### config.mk
export PLATFORM = sky130hd
export DESIGN_NAME = instr_word_assembler_flat
export DESIGN_NICKNAME = d
export VERILOG_FILES = /design/src/rtl/instr_word_assembler_if.sv /design/src/rtl/instr_word_assembler.sv /design/src/flat_wrapper.sv
export SDC_FILE = /design/constraint.sdc
export NUM_CORES = 1
export LEC_CHECK = 0
export ABC_CLOCK_PERIOD_IN_PS = 1800
export BUFFER_PORTS_ARGS = -buffer_cell sky130_fd_sc_hd__clkbuf_2
export CORE_ASPECT_RATIO = 1.75
export CORE_MARGIN = 8
export CORE_UTILIZATION = 24
export CTS_CLUSTER_SIZE = 14
export DETAILED_ROUTE_END_ITERATION = 8
export GPL_ROUTABILITY_DRIVEN = 0
export PLACE_DENSITY = 0.38
export SKIP_CTS_REPAIR_TIMING = 1
export SLEW_MARGIN = 10
export SYNTH_ARGS = -nofsm -noshare
export SYNTH_HDL_FRONTEND = slang
export SYNTH_SLANG_ARGS = --single-unit
### constraint.sdc
create_clock -name clk -period 1.8 [get_ports clk]
set_input_delay 0.09 -clock clk [delete_from_list [all_inputs] [get_ports clk]]
set_output_delay 0.09 -clock clk [all_outputs]
set_load 0.005 [all_outputs]
### src/rtl/instr_word_assembler_if.sv
`default_nettype none
// ============================================================================
// Module   : instr_word_assembler_if
// Purpose  : Fetch-word input stream plus assembled-instruction output bundle
//            for the instruction word assembler.
// Revision : 1.0 - initial release
// ============================================================================
interface instr_word_assembler_if #(
  parameter int WORD_W  = 16,
  parameter int MAX_EXT = 2
);
  localparam int CNT_W = $clog2(MAX_EXT + 1);

  logic                        in_valid;
  logic [WORD_W-1:0]           in_word;
  logic                        in_ready;
  logic                        stall;
  logic                        flush;
  logic                        out_valid;
  logic [WORD_W-1:0]           out_instr;
  logic [MAX_EXT*WORD_W-1:0]   out_imm;
  logic [CNT_W-1:0]            out_ext_cnt;
  logic                        len_err;

  // Fetch side / decode side driver (testbench or surrounding pipeline)
  modport master (
    output in_valid, in_word, stall, flush,
    input  in_ready, out_valid, out_instr, out_imm, out_ext_cnt, len_err
  );

  // Assembler side
  modport slave (
    input  in_valid, in_word, stall, flush,
    output in_ready, out_valid, out_instr, out_imm, out_ext_cnt, len_err
  );
endinterface
`default_nettype wire

### src/rtl/instr_word_assembler.sv
`default_nettype none
// ============================================================================
// Module   : instr_word_assembler
// Purpose  : Collects a head word plus 0..MAX_EXT immediate words and emits one
//            registered, fully assembled instruction; bubbles while collecting.
//            Supports stall (hold everything) and flush (drop partial state).
// Revision : 1.0 - initial release
// ============================================================================
module instr_word_assembler #(
  parameter int WORD_W   = 16,
  parameter int MAX_EXT  = 2,
  parameter int EXT_LSB  = 2,
  parameter int EXT_BITS = 2
) (
  input  logic                   clk,
  input  logic                   rst_n,
  instr_word_assembler_if.slave  bus
);
  localparam int CNT_W = $clog2(MAX_EXT + 1);
  localparam int IMM_W = MAX_EXT * WORD_W;

  typedef enum logic [0:0] {
    HEAD    = 1'b0,
    COLLECT = 1'b1
  } state_t;

  state_t              r_state,       w_state;
  logic [CNT_W-1:0]    r_remaining,   w_remaining;
  logic [CNT_W-1:0]    r_idx,         w_idx;
  logic [WORD_W-1:0]   r_head,        w_head;
  logic [IMM_W-1:0]    r_acc,         w_acc;
  logic [CNT_W-1:0]    r_ext_cnt,     w_ext_cnt;
  logic                r_err,         w_err;
  logic                r_out_valid,   w_out_valid;
  logic [WORD_W-1:0]   r_out_instr,   w_out_instr;
  logic [IMM_W-1:0]    r_out_imm,     w_out_imm;
  logic [CNT_W-1:0]    r_out_ext_cnt, w_out_ext_cnt;
  logic                r_len_err,     w_len_err;

  logic [EXT_BITS-1:0] w_raw;
  logic                w_raw_err;
  logic [CNT_W-1:0]    w_n;
  logic [IMM_W-1:0]    w_acc_wr;

  // Decode and clamp the extension-count field of the incoming word
  always_comb begin
    w_raw     = bus.in_word[EXT_LSB +: EXT_BITS];
    w_raw_err = (32'(w_raw) > 32'(MAX_EXT));
    w_n       = w_raw_err ? CNT_W'(MAX_EXT) : CNT_W'(w_raw);
  end

  // Accumulator with the incoming word dropped into the current slot
  always_comb begin
    w_acc_wr = r_acc;
    for (int k = 0; k < MAX_EXT; k++) begin
      if (r_idx == CNT_W'(k)) begin
        w_acc_wr[k*WORD_W +: WORD_W] = bus.in_word;
      end
    end
  end

  // Next-state and next-output logic; flush beats stall, stall beats accept
  always_comb begin
    w_state       = r_state;
    w_remaining   = r_remaining;
    w_idx         = r_idx;
    w_head        = r_head;
    w_acc         = r_acc;
    w_ext_cnt     = r_ext_cnt;
    w_err         = r_err;
    w_out_valid   = r_out_valid;
    w_out_instr   = r_out_instr;
    w_out_imm     = r_out_imm;
    w_out_ext_cnt = r_out_ext_cnt;
    w_len_err     = r_len_err;

    if (bus.flush) begin
      w_state       = HEAD;
      w_remaining   = '0;
      w_idx         = '0;
      w_head        = '0;
      w_acc         = '0;
      w_ext_cnt     = '0;
      w_err         = 1'b0;
      w_out_valid   = 1'b0;
      w_out_instr   = '0;
      w_out_imm     = '0;
      w_out_ext_cnt = '0;
      w_len_err     = 1'b0;
    end else if (!bus.stall) begin
      // Any unstalled cycle without a completed instruction is a NOP bubble
      w_out_valid   = 1'b0;
      w_out_instr   = '0;
      w_out_imm     = '0;
      w_out_ext_cnt = '0;
      w_len_err     = 1'b0;
      if (bus.in_valid) begin
        case (r_state)
          HEAD: begin
            if (w_n == '0) begin
              w_out_valid = 1'b1;
              w_out_instr = bus.in_word;
            end else begin
              w_head      = bus.in_word;
              w_ext_cnt   = w_n;
              w_remaining = w_n;
              w_idx       = '0;
              w_acc       = '0;
              w_err       = w_raw_err;
              w_state     = COLLECT;
            end
          end
          COLLECT: begin
            w_acc       = w_acc_wr;
            w_idx       = r_idx + CNT_W'(1);
            w_remaining = r_remaining - CNT_W'(1);
            if (r_remaining == CNT_W'(1)) begin
              w_out_valid   = 1'b1;
              w_out_instr   = r_head;
              w_out_imm     = w_acc_wr;
              w_out_ext_cnt = r_ext_cnt;
              w_len_err     = r_err;
              w_acc         = '0;
              w_state       = HEAD;
            end
          end
          default: w_state = HEAD;
        endcase
      end
    end
  end

  // State and output registers with asynchronous active-low reset
  always_ff @(posedge clk or negedge rst_n) begin
    if (!rst_n) begin
      r_state       <= HEAD;
      r_remaining   <= '0;
      r_idx         <= '0;
      r_head        <= '0;
      r_acc         <= '0;
      r_ext_cnt     <= '0;
      r_err         <= 1'b0;
      r_out_valid   <= 1'b0;
      r_out_instr   <= '0;
      r_out_imm     <= '0;
      r_out_ext_cnt <= '0;
      r_len_err     <= 1'b0;
    end else begin
      r_state       <= w_state;
      r_remaining   <= w_remaining;
      r_idx         <= w_idx;
      r_head        <= w_head;
      r_acc         <= w_acc;
      r_ext_cnt     <= w_ext_cnt;
      r_err         <= w_err;
      r_out_valid   <= w_out_valid;
      r_out_instr   <= w_out_instr;
      r_out_imm     <= w_out_imm;
      r_out_ext_cnt <= w_out_ext_cnt;
      r_len_err     <= w_len_err;
    end
  end

  assign bus.in_ready    = !bus.stall;
  assign bus.out_valid   = r_out_valid;
  assign bus.out_instr   = r_out_instr;
  assign bus.out_imm     = r_out_imm;
  assign bus.out_ext_cnt = r_out_ext_cnt;
  assign bus.len_err     = r_len_err;

endmodule
`default_nettype wire
### src/flat_wrapper.sv
// flat-port wrapper written by rule: the top's interface ports become plain ports
module instr_word_assembler_flat 
#(
  parameter int WORD_W   = 16,
  parameter int MAX_EXT  = 2,
  parameter int EXT_LSB  = 2,
  parameter int EXT_BITS = 2
)
  (clk, rst_n, bus_in_valid, bus_in_word, bus_stall, bus_flush, bus_in_ready, bus_out_valid, bus_out_instr, bus_out_imm, bus_out_ext_cnt, bus_len_err);
  instr_word_assembler_if #(.WORD_W(WORD_W), .MAX_EXT(MAX_EXT)) bus_i ();
  input  logic clk;
  input  logic rst_n;
  input wire logic [$bits(bus_i.in_valid)-1:0] bus_in_valid;
  input wire logic [$bits(bus_i.in_word)-1:0] bus_in_word;
  input wire logic [$bits(bus_i.stall)-1:0] bus_stall;
  input wire logic [$bits(bus_i.flush)-1:0] bus_flush;
  output wire logic [$bits(bus_i.in_ready)-1:0] bus_in_ready;
  output wire logic [$bits(bus_i.out_valid)-1:0] bus_out_valid;
  output wire logic [$bits(bus_i.out_instr)-1:0] bus_out_instr;
  output wire logic [$bits(bus_i.out_imm)-1:0] bus_out_imm;
  output wire logic [$bits(bus_i.out_ext_cnt)-1:0] bus_out_ext_cnt;
  output wire logic [$bits(bus_i.len_err)-1:0] bus_len_err;
  assign bus_i.in_valid = bus_in_valid;
  assign bus_i.in_word = bus_in_word;
  assign bus_i.stall = bus_stall;
  assign bus_i.flush = bus_flush;
  assign bus_in_ready = bus_i.in_ready;
  assign bus_out_valid = bus_i.out_valid;
  assign bus_out_instr = bus_i.out_instr;
  assign bus_out_imm = bus_i.out_imm;
  assign bus_out_ext_cnt = bus_i.out_ext_cnt;
  assign bus_len_err = bus_i.len_err;
  instr_word_assembler #(.WORD_W(WORD_W), .MAX_EXT(MAX_EXT), .EXT_LSB(EXT_LSB), .EXT_BITS(EXT_BITS)) u_core (.clk(clk), .rst_n(rst_n), .bus(bus_i));
endmodule
==> summary.md, run 1 <==
| Metric | Value |
|---|---|
| Post-synth top area share | a little over half |
| CTS tree | done |
| Final ANT Viol Nets | 0 |
| Highest clock rate | ~620 MHz |
| Post-layout minimum cycle time | ~1600 ps |
| Initial Util | 24.2% |
| LEAKAGE | 2.75 nW |
| Ys flop type | dfrtp_1 |
| Switching portion of total power | about a quarter |
| Die area | 0.0259 sq mm |
| Antenna cell count | 0 |
| Type of the tightest min-delay check | in -> reg |
| Worst setup EP type | flip-flop |
| WP buf/inv | 0 |
| Flip-flop and latch area | 0.00270 sq mm |
| Seq/Total Area, Yosys | ~54% |
| Clock Pin Slew Worst Setup and Hold Paths | roughly 70 ps |
| Total GRT Usage | a little under an eighth |
| CP Max Fanout | 12 |
| Crit-path slowest cell | or3_1 |
| Mapped Nets | around 460 |
| Global-route wire length before repair | 23000 microns |
| Root Driver | clkbuf_16 |
| CP peak stage delay | approximately 550 ps |
| Clock sink count | 108 |
| Startpoint Class | flip-flop |
| WS Path Type | reg -> reg |
| Max cap viols | 0 |
| # fillers | 2162 |
| WP data arrival | about 1900 ps |
| Most area-consuming cells after synthesis | dfrtp_1 (54%), mux2i_1 (8.6%), nand2b_1 (6.4%) |
| Most frequent cells after synthesis | dfrtp_1 (108), nand2b_1 (51), mux2i_1 (43) |
| Fin. max-slew vios | 0 |
| Drt first pass iters | 4 |
| Initial antenna violation count | 0 |
| Top delay family on crit path | simple AND/OR/NAND/NOR gates |
| Status | finished, final reports clean |
| Row cnt | 70 |
| Mapped Area | 0.00500 sq mm |
| Max-slew headroom | 64.4% |
| Sequential fraction of design power | between 50% and 60% |
| Dominant cell type by area after synthesis | dfrtp_1 |
| Placed cell count | 752 |
| Final setup skew | 6.12 ps |
| Routed via count | 3580 |
| Cts bufs inserted | 9 |
| H-tree Lvls | 3 |
| EDFF count, synth | 0 |
| Area grow syn2layout | 20.3% |
| Synthesized flop and latch total | 108 |
| Final setup viols | 0 |
| Number of vias per cell | 4.66 |
| Pint | 0.00372 W |
| Fin crit share | 89.9% |
| CP required | 2080 ps |
| Synth warn | 0 |
| Post-Route WL | 14400 microns |
| Avg Cell Area, Syn | roughly 11 sq um |
| HPWL after DPL | 10400 microns |
| PD cells | 815 mW/mm^2 |
| Cells after Synth | 439 |
| Clk buf depth | 2 |
| Die Y | 207 microns |
| Die width | around 130 microns |
| # IOs | 74 |
| Clk pwr share | 40.8% |
| FFs w/ async S/R, synth | 100% |
| Footprint of the multi-input gates | 0.00207 sq mm |
| Buffers on Ports | 73 |
| Most numerous cell in the Yosys netlist | dfrtp_1 |
| Layout cells sized above 1 | 26.7% |
| Final hold vios | 0 |
| Yosys cell types | 41 |
| Largest net degree at the start of global routing | 45 |
| Slew @ Worst Pin | 532 ps |
| Worst-skew pair later-pin latency | 350 ps |
| Sw power | approximately 0.0012 W |
| Wire per inst | 18.7 microns |
| Core area | 0.0207 sq mm |
| Initial DRC Count | about 180 |
| Final Non-Filler Cells | 768 |
| DRC Markers | 0 |
| Comb pwr share | 8.6% |
| GR Overflow Total | 0 |
| Maximum vdd drop | 0.000364 V |
| TNS Setup | 0 ps |
| Critical path cell sequence | or3_1, nor3_2, a221o_1 |
| Vias in the first global route | 3933 |
| Nets | 537 |
| RSZ-0062 raised after global routing | false |
[per-stage QoR]
step	area (sq um)	hold slack (ps)	util [%]	total power (W)	setup slack (ps)
floorplan	5000	-206	-	0.00273	259
global placement	5710	69.0	27.6	0.00295	206
detailed placement	5710	83.0	27.6	0.00296	158
CTS	6010	-297	29.1	0.00500	136
global route	6020	44.9	29.1	0.00511	55.8
finish	6020	39.7	29.1	0.00490	182
[path summary, 6_finish.rpt]
path / slack [ps] / to / from / depth (start not counted)
max reg2reg: 180 / u_core.bus.out_instr[0]$_DFFE_PN0P_ / u_core.r_state$_DFFE_PN0P_ / 3
max in group asynchronous: 920 / u_core.bus.out_instr[14]$_DFFE_PN0P_ / rst_n / 3
min: 40 / u_core.r_acc[23]$_DFFE_PN0P_ / bus_in_word[7] / 2
min in group asynchronous: 240 / u_core.bus.out_imm[17]$_DFFE_PN0P_ / rst_n / 2
max: 180 / u_core.bus.out_instr[0]$_DFFE_PN0P_ / u_core.r_state$_DFFE_PN0P_ / 3
min reg2reg: 480 / u_core.bus.out_valid$_DFFE_PN0P_ / u_core.bus.out_valid$_DFFE_PN0P_ / 2
[registers in the layout, indices dropped and copies added, names as in the netlist]
signal                  count
u_core.r_remaining          2
u_core.r_state              1
u_core.bus.out_valid        1
u_core.bus.out_imm         32
u_core.bus.len_err          1
u_core.bus.out_instr       16
u_core.r_head              16
u_core.r_err                1
u_core.r_idx                2
u_core.r_acc               32
u_core.r_ext_cnt            2
u_core.bus.out_ext_cnt      2
[power by group through the flow]
stage                     clock [W]  sequential (W)  combinational, W
after floorplan                   0         0.00252          0.000211
after global placement            0         0.00253          0.000424
after detailed placement          0         0.00253          0.000431
after CTS                   0.00209         0.00248          0.000432
after global routing        0.00216         0.00248          0.000466
final                       0.00200         0.00248          0.000420
[metal layers]
metal,vias up,track usage (%),share of wire [%]
met1,1809,13.4,44
met3,11,1.80,2.7
met2,60,20.4,51
met5,-,0,0
li1,1700,-,-
met4,0,4.68,1.8
[cells in the final DEF, fill, tap and decap left out, types with 2 or more instances in the layout]
cell	synthesis	layout
a21oi_1	9	9
a221o_1	10	10
a221o_2	4	4
a22o_2	5	5
and3_2	4	4
and3b_2	2	2
buf_12	0	4
buf_4	3	22
clkbuf_16	0	9
clkbuf_2	0	72
clkinvlp_4	0	2
dfrtp_1	108	108
ha_1	4	4
inv_1	5	5
mux2i_1	43	43
nand2_1	35	35
nand2b_1	51	51
nand3_1	2	2
nand3b_1	7	7
nor2_1	2	2
nor3_1	11	11
nor3_2	3	3
nor3b_1	2	2
o21ai_0	40	40
o21ai_1	3	3
o2bb2ai_1	32	32
o31ai_1	2	2
or2b_1	5	5
[final cells by class]
type                       count  share of cell area (%)
sequential                   108                    44.9
multi-input combinational    289                    34.4
timing repair buffer          99                    10.2
tap                          252                    5.24
clock buffer                  11                    4.03
clock inverter                 4                   0.832
inverter                       5                   0.312
[logic make-up after synthesis]
kind of cell | count (synthesis) | synth area share [%]
and+or+nand+nor | 132 | 15.7
muxes | 44 | 8.83
adders and majority gates | 4 | 1.00
AOI/OAI and AO/OA | 109 | 15.7
DFF | 108 | 54.1
buffers and inverters | 42 | 4.68
(Power assumes the default switching activity.)
==> run 2: changes to the inputs <==
--- a/config.mk
+++ b/config.mk
@@ -10,6 +10,7 @@
 export CORE_ASPECT_RATIO = 1.75
 export CORE_MARGIN = 8
 export CORE_UTILIZATION = 24
+export CTS_BUF_LIST = sky130_fd_sc_hd__clkbuf_8
 export CTS_CLUSTER_SIZE = 14
 export DETAILED_ROUTE_END_ITERATION = 8
 export GPL_ROUTABILITY_DRIVEN = 0
==> run 2 against run 1 <==
Compared with the run above: clock power decreased by 25%; critical path depth did not move; worst setup slack worse by 3.7 ps; flip-flop and latch count did not move; wire length shrank 0.20%; cell count is 0.26% higher; register-to-register slack is essentially flat; die area unchanged; clock skew is 5.6 ps higher; global-route usage about the same; critical endpoint unchanged; largest power group unchanged; highest routed layer unchanged.
==> summary.md, run 2 (synthesized netlist as in run 1, its figures left out) <==
| Metric | Value |
|---|---|
| Vias in the first global route | 3944 (+0.28%) |
| Max-slew headroom | 64.0% (-0.41 points) |
| Critical path cell sequence | or3_1, nor3_2, a221o_1 |
| WP buf/inv | 0 (unchanged) |
| Fin crit share | 90.1% (+0.21 points) |
| CP peak stage delay | 550 ps (about the same) |
| Cts bufs inserted | 9 (unchanged) |
| Final setup viols | 0 (unchanged) |
| Die width | 125 microns (unchanged) |
| WP data arrival | 1940 ps (+40 ps) |
| Clock Pin Slew Worst Setup and Hold Paths | 100 ps (+30 ps) |
| Initial Util | 24.2% (unchanged) |
| RSZ-0062 raised after global routing | false |
| HPWL after DPL | 10400 microns (unchanged) |
| Highest clock rate | 617 MHz (-0.23%) |
| Routed via count | 3591 (+0.31%) |
| Max cap viols | 0 (unchanged) |
| Wire per inst | 18.6 microns (-0.46%) |
| Drt first pass iters | 4 (unchanged) |
| Type of the tightest min-delay check | in -> reg |
| CP required | 2120 ps (+40 ps) |
| R2R depth | 3 (unchanged) |
| Startpoint Class | flip-flop |
| Root Driver | clkbuf_8 |
| LEAKAGE | 2.71 nW (-1.2%) |
| PD cells | 743 mW/mm^2 (-8.9%) |
| Fin. max-slew vios | 0 (unchanged) |
| Layout cells sized above 1 | 26.6% (-0.10 points) |
| TNS Setup | 0 ps (unchanged) |
| Total GRT Usage | 11.5% (+0.038 points) |
| DRC Markers | 0 (unchanged) |
| Nets | 539 (+0.37%) |
| Worst-skew pair later-pin latency | 380 ps (+30 ps) |
| Slew @ Worst Pin | 538 ps (+6.19 ps) |
| Final setup skew | 11.7 ps (+5.57 ps) |
| H-tree Lvls | 3 (unchanged) |
| Number of vias per cell | 4.66 (about the same) |
| CTS tree | done |
| Die area | 0.0259 sq mm (unchanged) |
| Core area | 0.0207 sq mm (unchanged) |
| Crit path depth | 3 (unchanged) |
| Dpl ws | 158 ps (unchanged) |
| Row cnt | 70 (unchanged) |
| Initial antenna violation count | 0 (unchanged) |
| # IOs | 74 (unchanged) |
| Final ANT Viol Nets | 0 (unchanged) |
| Clk buf depth | 2 (unchanged) |
| Slack of the critical path | 179 ps (-3.72 ps) |
| WS Path Type | reg -> reg |
| Post-layout minimum cycle time | 1620 ps (+3.72 ps) |
| Clock sink count | 108 (unchanged) |
| GR Overflow Total | 0 (unchanged) |
| Maximum vdd drop | 0.000305 V (-16%) |
| Area grow syn2layout | 18.7% |
| Post-Route WL | 14300 microns (-0.20%) |
| Crit-path slowest cell | or3_1 |
| Largest net degree at the start of global routing | 45 (unchanged) |
| Most common cell after layout, fill and taps aside | dfrtp_1 |
| Final hold vios | 0 (unchanged) |
| Top delay family on crit path | simple AND/OR/NAND/NOR gates |
| Buffers on Ports | 73 (unchanged) |
| CP Max Fanout | 12 (unchanged) |
| Hold Path Depth | 2 (unchanged) |
| Commonest cells after routing, fill and taps aside | dfrtp_1 (108), clkbuf_2 (72), nand2b_1 (51) |
| Global-route wire length before repair | 23000 microns (about the same) |
| # fillers | 2167 (+0.23%) |
| Worst setup EP type | flip-flop |
| Status | finished, final reports clean |
| Initial DRC Count | 172 (-2.3%) |
| Die Y | 207 microns (unchanged) |
| Antenna cell count | 0 (unchanged) |
-- run 2: cell types whose count changed in the layout (fill, tap and decap cells not counted) --
cell	delta
dlygate4sd3_1	+2
inv_1	+1
clkbuf_1	-1
clkbuf_8	+9
clkbuf_16	-9
-- run 2: through the flow --
stage                     utilization [%]  hold slack, ps  cell area, sq um  total power [W]  cells
after floorplan                         -            -206              5000          0.00273    439
after global placement               27.6            69.0              5710          0.00295    752
after detailed placement             27.6            83.0              5710          0.00296    752
after CTS                            28.6            -348              5900          0.00450    767
after global routing                 28.7            4.59              5930          0.00462    770
final                                28.7            26.7              5930          0.00441    770
-- run 2: worst paths after layout --
kind | startpoint | endpoint | slack (ps)
hold reg to reg | u_core.bus.out_valid$_DFFE_PN0P_ | u_core.bus.out_valid$_DFFE_PN0P_ | 490
setup reg to reg | u_core.r_state$_DFFE_PN0P_ | u_core.bus.out_instr[0]$_DFFE_PN0P_ | 180
min in group asynchronous | rst_n | u_core.bus.out_imm[17]$_DFFE_PN0P_ | 210
hold / removal | bus_in_word[9] | u_core.r_acc[25]$_DFFE_PN0P_ | 30
setup / recovery | u_core.r_state$_DFFE_PN0P_ | u_core.bus.out_instr[0]$_DFFE_PN0P_ | 180
max in group asynchronous | rst_n | u_core.bus.out_imm[8]$_DFFE_PN0P_ | 950
-- run 2: final cells by class --
cell class                      instances  area [sq um]  area share, %
Sequential cell                       108          2700           45.5
Tap cell                              252           315           5.31
Inverter                                5          18.8          0.316
Multi-Input combinational cell        289          2070           34.9
Clock inverter                          5          53.8          0.907
Clock buffer                           10           138           2.32
Timing Repair Buffer                  101           636           10.7
-- run 2: power by group --
part / switching (W) / leakage (nW) / total [W] / internal, W
Sequential: 0.0000222 / 1.50 / 0.00248 / 0.00246
Clock: 0.000837 / 0.0956 / 0.00150 / 0.000668
Combinational: 0.000267 / 1.12 / 0.000423 / 0.000157
Total: 0.00113 / 2.71 / 0.00441 / 0.00328
-- run 2: worst reg2reg max path, delay by kind of cell, from the launching register on --
kind            cells  cell delay [ps]
simple gates        2              890
compound gates      1              210
flops               1              450
-- run 2: routing by layer --
metal | up-vias | routed length, microns | part of all wire, % | GRT usage [%]
li1 | 1704 | - | - | -
met1 | 1815 | 6260 | 44 | 13.4
met2 | 62 | 7390 | 52 | 20.4
met3 | 10 | 407 | 2.8 | 1.80
met4 | 0 | 272 | 1.9 | 5.07
met5 | - | 0 | 0 | 0
==> run 3: changes to the inputs <==
--- a/config.mk
+++ b/config.mk
@@ -10,7 +10,6 @@
 export CORE_ASPECT_RATIO = 1.75
 export CORE_MARGIN = 8
 export CORE_UTILIZATION = 24
-export CTS_BUF_LIST = sky130_fd_sc_hd__clkbuf_8
 export CTS_CLUSTER_SIZE = 14
 export DETAILED_ROUTE_END_ITERATION = 8
 export GPL_ROUTABILITY_DRIVEN = 0
==> constraint.sdc (replaced) <==
create_clock -name clk -period 1.8 [get_ports clk]
set_input_delay 0.18 -clock clk [delete_from_list [all_inputs] [get_ports clk]]
set_output_delay 0.18 -clock clk [all_outputs]
set_load 0.005 [all_outputs]
==> run 3 against run 2 <==
Compared with the run above: sequential share of layout area shrank 0.65 points; sequential power about the same; final area increased by 1.5%; clock skew grew 1.2 ps; clock power grew 43%; highest routed layer unchanged; die area is the same; worst setup slack got worse by 26 ps; largest power group unchanged; total power is 14% higher.
==> summary.md, run 3 (synthesized netlist as in run 1, its figures left out) <==
| Metric | Value |
|---|---|
| Status | finished, final reports clean |
| Final setup skew | 12.9 ps (+1.24 ps) |
| Type of the tightest min-delay check | in -> reg |
| Clock sink count | 108 (unchanged) |
| Die area | 0.0259 sq mm (unchanged) |
| Max cap viols | 0 (unchanged) |
| Final ANT Viol Nets | 0 (unchanged) |
| Post-Route WL | 14600 microns (+2.1%) |
| Commonest cells after routing, fill and taps aside | dfrtp_1 (108), clkbuf_2 (72), nand2b_1 (51) |
| Final setup viols | 0 (unchanged) |
| Number of vias per cell | 4.70 (+0.68%) |
| Startpoint Class | flip-flop |
| RSZ-0062 raised after global routing | false |
| Initial Util | 24.2% (unchanged) |
| Max-slew headroom | 63.9% (-0.12 points) |
| HPWL after DPL | 10500 microns (+1.0%) |
| Area grow syn2layout | 20.4% |
| DP Area | 0.00569 sq mm (-0.35%) |
| Vias in the first global route | 3921 (-0.58%) |
| Fin area | 0.00602 sq mm (+1.5%) |
| # IOs | 74 (unchanged) |
| Highest clock rate | 607 MHz (-1.6%) |
| Global-route wire length before repair | 23700 microns (+2.9%) |
| Row cnt | 70 (unchanged) |
| Buffers on Ports | 73 (unchanged) |
| Fin crit share | 91.5% (+1.4 points) |
| # fillers | 2182 (+0.69%) |
| Cts bufs inserted | 9 (unchanged) |
| Core area | 0.0207 sq mm (unchanged) |
| Antenna cell count | 0 (unchanged) |
| Die width | 125 microns (unchanged) |
| Drt first pass iters | 4 (unchanged) |
| Footprint of the multi-input gates | 0.00207 sq mm (unchanged) |
| Fin. max-slew vios | 0 (unchanged) |
| Initial antenna violation count | 0 (unchanged) |
| WS Path Type | reg -> reg |
| Root Driver | clkbuf_16 |
| Clk buf depth | 2 (unchanged) |
| Die Y | 207 microns (unchanged) |
| H-tree Lvls | 3 (unchanged) |
| Worst-skew pair later-pin latency | 360 ps (-20 ps) |
| CP Max Fanout | 14 (+2) |
| Total GRT Usage | 11.7% (+0.26 points) |
| WP data arrival | 1920 ps (-20 ps) |
| Worst setup EP type | flip-flop |
| Slew @ Worst Pin | 539 ps (+1.15 ps) |
| Routed via count | 3606 (+0.42%) |
| Layout cells sized above 1 | 26.9% (+0.30 points) |
| PD cells | 837 mW/mm^2 (+13%) |
| Most common cell after layout, fill and taps aside | dfrtp_1 |
| Wire per inst | 19.0 microns (+2.3%) |
| CTS tree | done |
| Maximum vdd drop | 0.000406 V (+33%) |
| DRC Markers | 0 (unchanged) |
| Initial DRC Count | 208 (+21%) |
| Final hold vios | 0 (unchanged) |
| LEAKAGE | 2.75 nW (+1.6%) |
| GR Overflow Total | 0 (unchanged) |
| Largest net degree at the start of global routing | 65 (+44%) |
| Nets | 536 (-0.56%) |
| Flip-flop and latch area | 0.00270 sq mm (unchanged) |
| Clock Pin Slew Worst Setup and Hold Paths | 80 ps (-20 ps) |
| CP required | 2080 ps (-40 ps) |
| TNS Setup | 0 ps (unchanged) |
| Post-layout minimum cycle time | 1650 ps (+25.7 ps) |
[run 3: report_power, final]
part	switching [W]	leakage [nW]	internal, W
Clock	0.000996	0.157	0.00115
Combinational	0.000263	1.10	0.000150
Sequential	0.0000240	1.50	0.00246
[run 3: critical path, cell delays in order (launching register included)]
cell	delay, ps
dfrtp_1	500
or3b_1	540
nor2_4	150
buf_12	170
mux2i_1	200
[run 3: routing by layer]
metal  routed length [microns]  global-route usage, %  up-vias
met5                         0                      0        -
met4                       204                   3.94        0
li1                          -                      -     1706
met3                       465                   2.16       11
met2                      7490                   20.4       67
met1                      6470                   14.3     1822
[run 3: metrics by stage]
stage                     setup slack, ps  total power, W  hold slack [ps]  utilization, %  std cells
after floorplan                       259         0.00273             -116               -        439
after global placement                210         0.00295              201            27.5        751
after detailed placement              157         0.00296              200            27.5        751
after CTS                             144         0.00514             -186            29.1        767
after global routing                 45.0         0.00526              139            29.1        768
final                                 153         0.00504              138            29.1        768
[run 3: area by class of cell]
class	instances	share of cell area, %
clock buffer	10	3.97
clock inverter	6	1.31
inverter	5	0.312
multi-input combinational	289	34.4
sequential	108	44.9
tap	252	5.24
timing repair buffer	98	9.89
[run 3: path summary, 6_finish.rpt]
kind	slack, ps	to	start	cells after the start
max	150	u_core.r_head[12]$_DFFE_PN0P_	u_core.r_state$_DFFE_PN0P_	4
min reg2reg	480	u_core.bus.out_imm[0]$_DFFE_PN0P_	u_core.bus.out_imm[0]$_DFFE_PN0P_	2
min in group asynchronous	350	u_core.bus.out_imm[19]$_DFFE_PN0P_	rst_n	3
max reg2reg	150	u_core.r_head[12]$_DFFE_PN0P_	u_core.r_state$_DFFE_PN0P_	4
max in group asynchronous	1080	u_core.bus.out_imm[10]$_DFFE_PN0P_	rst_n	3
min	140	u_core.r_acc[11]$_DFFE_PN0P_	bus_in_word[11]	2
